### src/rtl/dict_engine_arbiter.sv
// Round-robin arbiter sharing one dictionary compression engine among NUM_REQ requesters.
// Issues one engine command per grant, captures the result, and also sequences dictionary clears.
module dict_engine_arbiter #(
    parameter int NUM_REQ     = 4,
    parameter int ENG_LATENCY = 1
) (
    input  logic                    clk,
    input  logic                    reset,
    input  logic [NUM_REQ-1:0]      req_valid,
    output logic [NUM_REQ-1:0]      req_ready,
    input  logic [2*NUM_REQ-1:0]    req_cmd,
    input  logic [80*NUM_REQ-1:0]   req_data,
    input  logic [8*NUM_REQ-1:0]    req_code,
    output logic                    rsp_valid,
    input  logic                    rsp_ready,
    output logic [2:0]              rsp_id,
    output logic [1:0]              rsp_status,
    output logic [7:0]              rsp_code,
    output logic [79:0]             rsp_data,
    input  logic                    dict_clear,
    output logic                    clear_done,
    output logic                    busy,
    output logic                    eng_reset,
    output logic [1:0]              eng_command,
    output logic [79:0]             eng_data_in,
    output logic [7:0]              eng_compressed_in,
    input  logic [1:0]              eng_response,
    input  logic [7:0]              eng_compressed_out,
    input  logic [79:0]             eng_decompressed_out
);

    localparam logic [2:0] S_IDLE  = 3'd0;
    localparam logic [2:0] S_CLEAR = 3'd1;
    localparam logic [2:0] S_ISSUE = 3'd2;
    localparam logic [2:0] S_WAIT  = 3'd3;
    localparam logic [2:0] S_RESP  = 3'd4;

    logic [2:0]  r_state;
    logic [2:0]  r_last_grant;
    logic        r_clear_pending;
    logic [1:0]  r_cmd;
    logic [79:0] r_data;
    logic [7:0]  r_code;
    logic [2:0]  r_id;
    logic [2:0]  r_wait_cnt;
    logic [1:0]  r_rsp_status;
    logic [7:0]  r_rsp_code;
    logic [79:0] r_rsp_data;

    // Payloads are unpacked into fixed 8-entry tables so the winner index is always 3 bits.
    logic [7:0]  w_valid_pad;
    logic [1:0]  w_cmd_arr  [8];
    logic [79:0] w_data_arr [8];
    logic [7:0]  w_code_arr [8];

    genvar gi;
    generate
        for (gi = 0; gi < 8; gi++) begin : g_slice
            if (gi < NUM_REQ) begin : g_on
                assign w_valid_pad[gi] = req_valid[gi];
                assign w_cmd_arr[gi]   = req_cmd[2*gi +: 2];
                assign w_data_arr[gi]  = req_data[80*gi +: 80];
                assign w_code_arr[gi]  = req_code[8*gi +: 8];
            end else begin : g_off
                assign w_valid_pad[gi] = 1'b0;
                assign w_cmd_arr[gi]   = 2'b00;
                assign w_data_arr[gi]  = '0;
                assign w_code_arr[gi]  = '0;
            end
        end
    endgenerate

    logic       w_found;
    logic [2:0] w_winner;
    logic [3:0] w_idx;

    // Search starts just after the last grant and wraps, giving round-robin fairness.
    always_comb begin
        w_found  = 1'b0;
        w_winner = '0;
        w_idx    = '0;
        for (int k = 1; k <= NUM_REQ; k++) begin
            w_idx = {1'b0, r_last_grant} + 4'(k);
            if (w_idx >= 4'(NUM_REQ))
                w_idx = w_idx - 4'(NUM_REQ);
            if (!w_found && w_valid_pad[w_idx[2:0]]) begin
                w_found  = 1'b1;
                w_winner = w_idx[2:0];
            end
        end
    end

    logic w_grant;
    assign w_grant = (r_state == S_IDLE) && !r_clear_pending && w_found && !reset;

    generate
        for (gi = 0; gi < NUM_REQ; gi++) begin : g_ready
            assign req_ready[gi] = w_grant && (w_winner == 3'(gi));
        end
    endgenerate

    logic [1:0] w_win_cmd;
    assign w_win_cmd = w_cmd_arr[w_winner];

    always_ff @(posedge clk) begin
        if (reset) begin
            r_state         <= S_IDLE;
            r_last_grant    <= 3'(NUM_REQ - 1);
            r_clear_pending <= 1'b0;
            r_cmd           <= '0;
            r_data          <= '0;
            r_code          <= '0;
            r_id            <= '0;
            r_wait_cnt      <= '0;
            r_rsp_status    <= '0;
            r_rsp_code      <= '0;
            r_rsp_data      <= '0;
        end else begin
            if (dict_clear)
                r_clear_pending <= 1'b1;
            case (r_state)
                S_IDLE: begin
                    if (r_clear_pending) begin
                        // Entering CLEAR absorbs any dict_clear arriving in the same cycle.
                        r_state         <= S_CLEAR;
                        r_clear_pending <= 1'b0;
                    end else if (w_found) begin
                        r_cmd        <= w_win_cmd;
                        r_data       <= w_data_arr[w_winner];
                        r_code       <= w_code_arr[w_winner];
                        r_id         <= w_winner;
                        r_last_grant <= w_winner;
                        if (w_win_cmd == 2'b01 || w_win_cmd == 2'b10) begin
                            r_state <= S_ISSUE;
                        end else begin
                            r_state      <= S_RESP;
                            r_rsp_status <= w_win_cmd;
                            r_rsp_code   <= '0;
                            r_rsp_data   <= '0;
                        end
                    end
                end
                S_CLEAR: r_state <= S_IDLE;
                S_ISSUE: begin
                    r_state    <= S_WAIT;
                    r_wait_cnt <= '0;
                end
                S_WAIT: begin
                    if (r_wait_cnt == 3'(ENG_LATENCY - 1)) begin
                        r_rsp_status <= eng_response;
                        r_rsp_code   <= eng_compressed_out;
                        r_rsp_data   <= eng_decompressed_out;
                        r_state      <= S_RESP;
                    end else begin
                        r_wait_cnt <= r_wait_cnt + 3'd1;
                    end
                end
                S_RESP: begin
                    if (rsp_ready)
                        r_state <= S_IDLE;
                end
                default: r_state <= S_IDLE;
            endcase
        end
    end

    assign rsp_valid         = (r_state == S_RESP);
    assign rsp_id            = r_id;
    assign rsp_status        = r_rsp_status;
    assign rsp_code          = r_rsp_code;
    assign rsp_data          = r_rsp_data;
    assign clear_done        = (r_state == S_CLEAR);
    assign busy              = (r_state != S_IDLE);
    assign eng_reset         = reset || (r_state == S_CLEAR);
    assign eng_command       = (r_state == S_ISSUE) ? r_cmd : 2'b00;
    assign eng_data_in       = r_data;
    assign eng_compressed_in = r_code;

endmodule

### config.mk
export PLATFORM = sky130hd
export DESIGN_NAME = dict_engine_arbiter
export DESIGN_NICKNAME = d
export VERILOG_FILES = /design/src/rtl/dict_engine_arbiter.sv
export SDC_FILE = /design/constraint.sdc
export NUM_CORES = 1
export LEC_CHECK = 0
export BUFFER_PORTS_ARGS = -buffer_cell sky130_fd_sc_hd__buf_2
export CAP_MARGIN = 30
export CORE_AREA = 3 3 253 255
export DETAILED_ROUTE_END_ITERATION = 10
export DIE_AREA = 0 0 256 258
export SYNTH_ARGS = -nofsm -noshare
export SYNTH_HDL_FRONTEND = slang
export SYNTH_SLANG_ARGS = --single-unit
### constraint.sdc
create_clock -name clk -period 8.43 [get_ports clk]
set_input_delay 0.843 -clock clk [delete_from_list [all_inputs] [get_ports clk]]
set_output_delay 0.843 -clock clk [all_outputs]
set_load 0.01 [all_outputs]
==> impl_metrics.yaml <==
status:
  status: "finished, final reports clean"
cells_and_area:
  areaGrowthSynthToFinish_pct: 49.2
  fin_nets: 2364
  layoutNonFillerInstCount: 2754
  fin_util_pct: 22.8
  layout-drive-gt1-share_pct: 37.4
clock_tree:
  hold_buffers: 0
  numClockSinks: 192
  post_cts.repair.setup_buffers: 0
  cts-root-buf: "clkbuf_16"
  cts_tree: "done"
  insertion_delay_ns: 0.49
  cts.clk_slew.worst_paths_ns: 0.09
  cts.path.max_buffers: 2
  cts_buffers: 17
  htreeDepth: 4
  cts.repair.resized: 0
logic_synthesis:
  syn-cell-area_sq_um: 9460
  synth_flop_cell: "dfxtp_1"
  synth_nets: 1797
  yosys_warnings: 0
  ys_ff_latch: 192
  synthDistinctLibCells: 47
  synth_edf_count: 0
  synth_seq_area_share_pct: 40.6
  ys_top_cells_by_area: "dfxtp_1 (41%), nand2_1 (18%), nand3_1 (14%)"
  async_reset_ff_share_pct: 0
  synth_top_area_cell: "dfxtp_1"
  synth.top_cell.area_share_pct: 40.6
  netlist_instances: 1335
  synth.avg_cell_area_sq_um: 7.09
timing:
  slew_headroom_pct: 35.5
  rsz0062_at_grt: "no"
  final.setup.tns_ns: 0
  max_freq_mhz: 188
  finalMaxSlewViolations: 0
  finalCritPeriodShare_pct: 63.3
  period_needed_ns: 5.33
  finClkSkew_ns: 0.0164
  worstMarginPinSlew_ns: 0.967
  final-setup-viol-count: 0
  hold_viol: 0
critical_path:
  crit_type: "reg2reg"
  worst-path-max-fanout: 88
  cpMostUsedCell: "a22o_1"
  critical_path_required_ns: 8.85
  reg2reg_from: "r_last_grant[0]"
  crit_family: "compound AO/OA/AOI/OAI gates"
  r2r_setup_slack_ns: 3.10
  crit_slowest_cell: "dfxtp_1"
  critPathBufInv: 2
  endpoint_kind: "register"
  reg2reg_to: "rsp_data[39]"
  crit_end: "rsp_data[39]"
  worstSetupPathDepth: 11
  crit_chain: "inv_1, ha_1, mux4_2, a31oi_1, o31a_2, o311ai_0, a22o_1, mux2_2, nor3_4, buf_4, a22o_1"
  start_kind: "register"
  crit_arrival_ns: 5.75
  startpoint: "r_last_grant[0]"
  reg2reg_depth: 11
  slowest_delay_ns: 0.87
global_routing:
  grt_start_max_net_pins: 89
  grt_usage_pct: 13.0
  overflow: 0
  grt_first_pass_wirelength_um: 65600
  antenna_found_initial: 3
  grt_pass1_vias: 10955
power:
  ir_drop_mv: 0.164
  power.density_nw_per_um2: 335
  leakage_nw: 6.98
drt:
  drc: 0
  drt-wirelength-per-cell_um: 16.2
  totalWireLength_um: 44700
  num_vias: 11533
  via_per_inst: 4.19
  final_antenna_net_count: 0
  drt_pass1_iterations: 6
  drtIter0Drc: 675
floorplan:
  initial_core_util_pct: 15.3
  dieArea_sq_um: 66000
  ios: 649
  fp-row-count: 91
  die_x_um: 256
  core_sq_um: 61800
  die_h_um: 258
placement:
  numPortBuffers: 648
  dp_cells: 2720
  place_hpwl_um: 34200
  place_congestion: 0.836
min_path:
  hp-class: "reg2reg"
flow_run:
  maxCapViolations: 0
## per-layer routing
metal	GRT usage [%]	wire length [um]	up-vias	share of wire, %
met4	5.92	1530	0	3.4
met1	15.4	18500	5243	41
met3	3.50	3040	71	6.8
li1	-	-	5708	-
met5	0	0	-	0
met2	21.9	21600	511	48
## cell families (layout without fill, tap and decap cells)
group | Yosys count | after routing | synth area share (%)
multiplexers | 15 | 15 | 1.94
AO/OA/AOI/OAI | 218 | 218 | 15.9
flip-flops | 192 | 192 | 40.6
other | 0 | 2 | 0
XOR/XNOR | 3 | 3 | 0.278
buffers and inverters | 126 | 706 | 5.37
AND/OR/NAND/NOR | 777 | 777 | 35.3
adder cells (fa/ha/maj) | 4 | 4 | 0.529
## Yosys cell counts, types with 6 or more instances
master and n:
clkbuf_1 98, nor3_1 9, inv_1 9, nand2b_1 6
nand2_1 449, a21oi_1 97, nand3_1 265, mux2i_1 6
buf_2 10, nor2_1 26, o21ai_0 7, dfxtp_1 192
mux2_2 6, a22o_1 89
## layout make-up
cell class | instances | area (sq um)
Sequential cell | 192 | 3840
Clock buffer | 17 | 425
Tap cell | 837 | 1050
Multi-Input combinational cell | 1017 | 5160
Antenna cell | 2 | 5.00
Clock inverter | 15 | 228
Timing Repair Buffer | 665 | 3370
Inverter | 9 | 33.8
Fill cell | 7051 | 47700
## power breakdown
group / internal, mW / leakage, nW / switching [mW] / total [mW]
Sequential: 1.06 / 1.57 / 0.0889 / 1.15
Clock: 0.424 / 0.315 / 0.484 / 0.908
Combinational: 0.855 / 5.09 / 1.82 / 2.67
## worst min path at each step
stage	cells after the start	start	slack, ns	end
2_1_floorplan	2	r_cmd[0]	0.43	r_cmd[0]
3_3_place_gp	2	eng_data_in[11]	0.44	eng_data_in[11]
3_5_place_dp	2	eng_data_in[44]	0.44	eng_data_in[44]
4_1_cts	2	eng_data_in[44]	0.46	eng_data_in[44]
5_1_grt	2	eng_compressed_in[4]	0.47	eng_compressed_in[4]
6_report	2	eng_data_in[38]	0.45	eng_data_in[38]
## cell usage in the layout, fill, tap and decap left out, types with 2 or more instances in the layout
master	count
clkbuf_16	17
inv_12	4
and3_1	5
nand4_1	2
o21ai_2	2
nand2b_1	5
nor3_1	7
or3_1	2
o21ai_0	7
xnor2_1	3
inv_6	3
or2_2	2
o21a_1	2
a22o_1	89
o211ai_1	3
nor3_2	2
a21oi_1	96
inv_16	3
mux2i_1	6
nor4_1	5
clkinv_8	4
nor3b_1	2
ha_1	4
nand3_1	265
buf_2	647
a2bb2oi_1	2
inv_1	9
buf_4	18
dfxtp_1	192
a31oi_1	2
o311ai_0	2
nor2_1	26
diode_2	2
a2111o_1	2
mux4_2	2
mux2_2	6
nand2_1	449
## state kept, by name (all words and copies together), names as in the netlist, 2 cells and up
register,cells
eng_compressed_in,8
eng_data_in,80
r_cmd,2
r_last_grant,3
r_state,3
r_wait_cnt,3
rsp_code,8
rsp_data,80
rsp_id,2
rsp_status,2
## metrics by stage
step / cell area, sq um / hold slack [ns] / total power, mW / setup slack (ns)
2_1_floorplan: 9460 / 0.432 / 2.96 / 4.58
3_3_place_gp: 13500 / 0.439 / 3.89 / 3.20
3_5_place_dp: 13500 / 0.444 / 3.90 / 3.13
4_1_cts: 14100 / 0.456 / 4.85 / 3.09
5_1_grt: 14100 / 0.468 / 5.16 / 2.66
6_report: 14100 / 0.452 / 4.73 / 3.10
## worst min-delay path: cells and delay by family, from the launching register on
kind             cells  cell delay (ns)
AO/OA/AOI/OAI        1             0.05
AND/OR/NAND/NOR      1             0.05
flip-flops           1             0.31
Power figures use the tool's default switching activity.
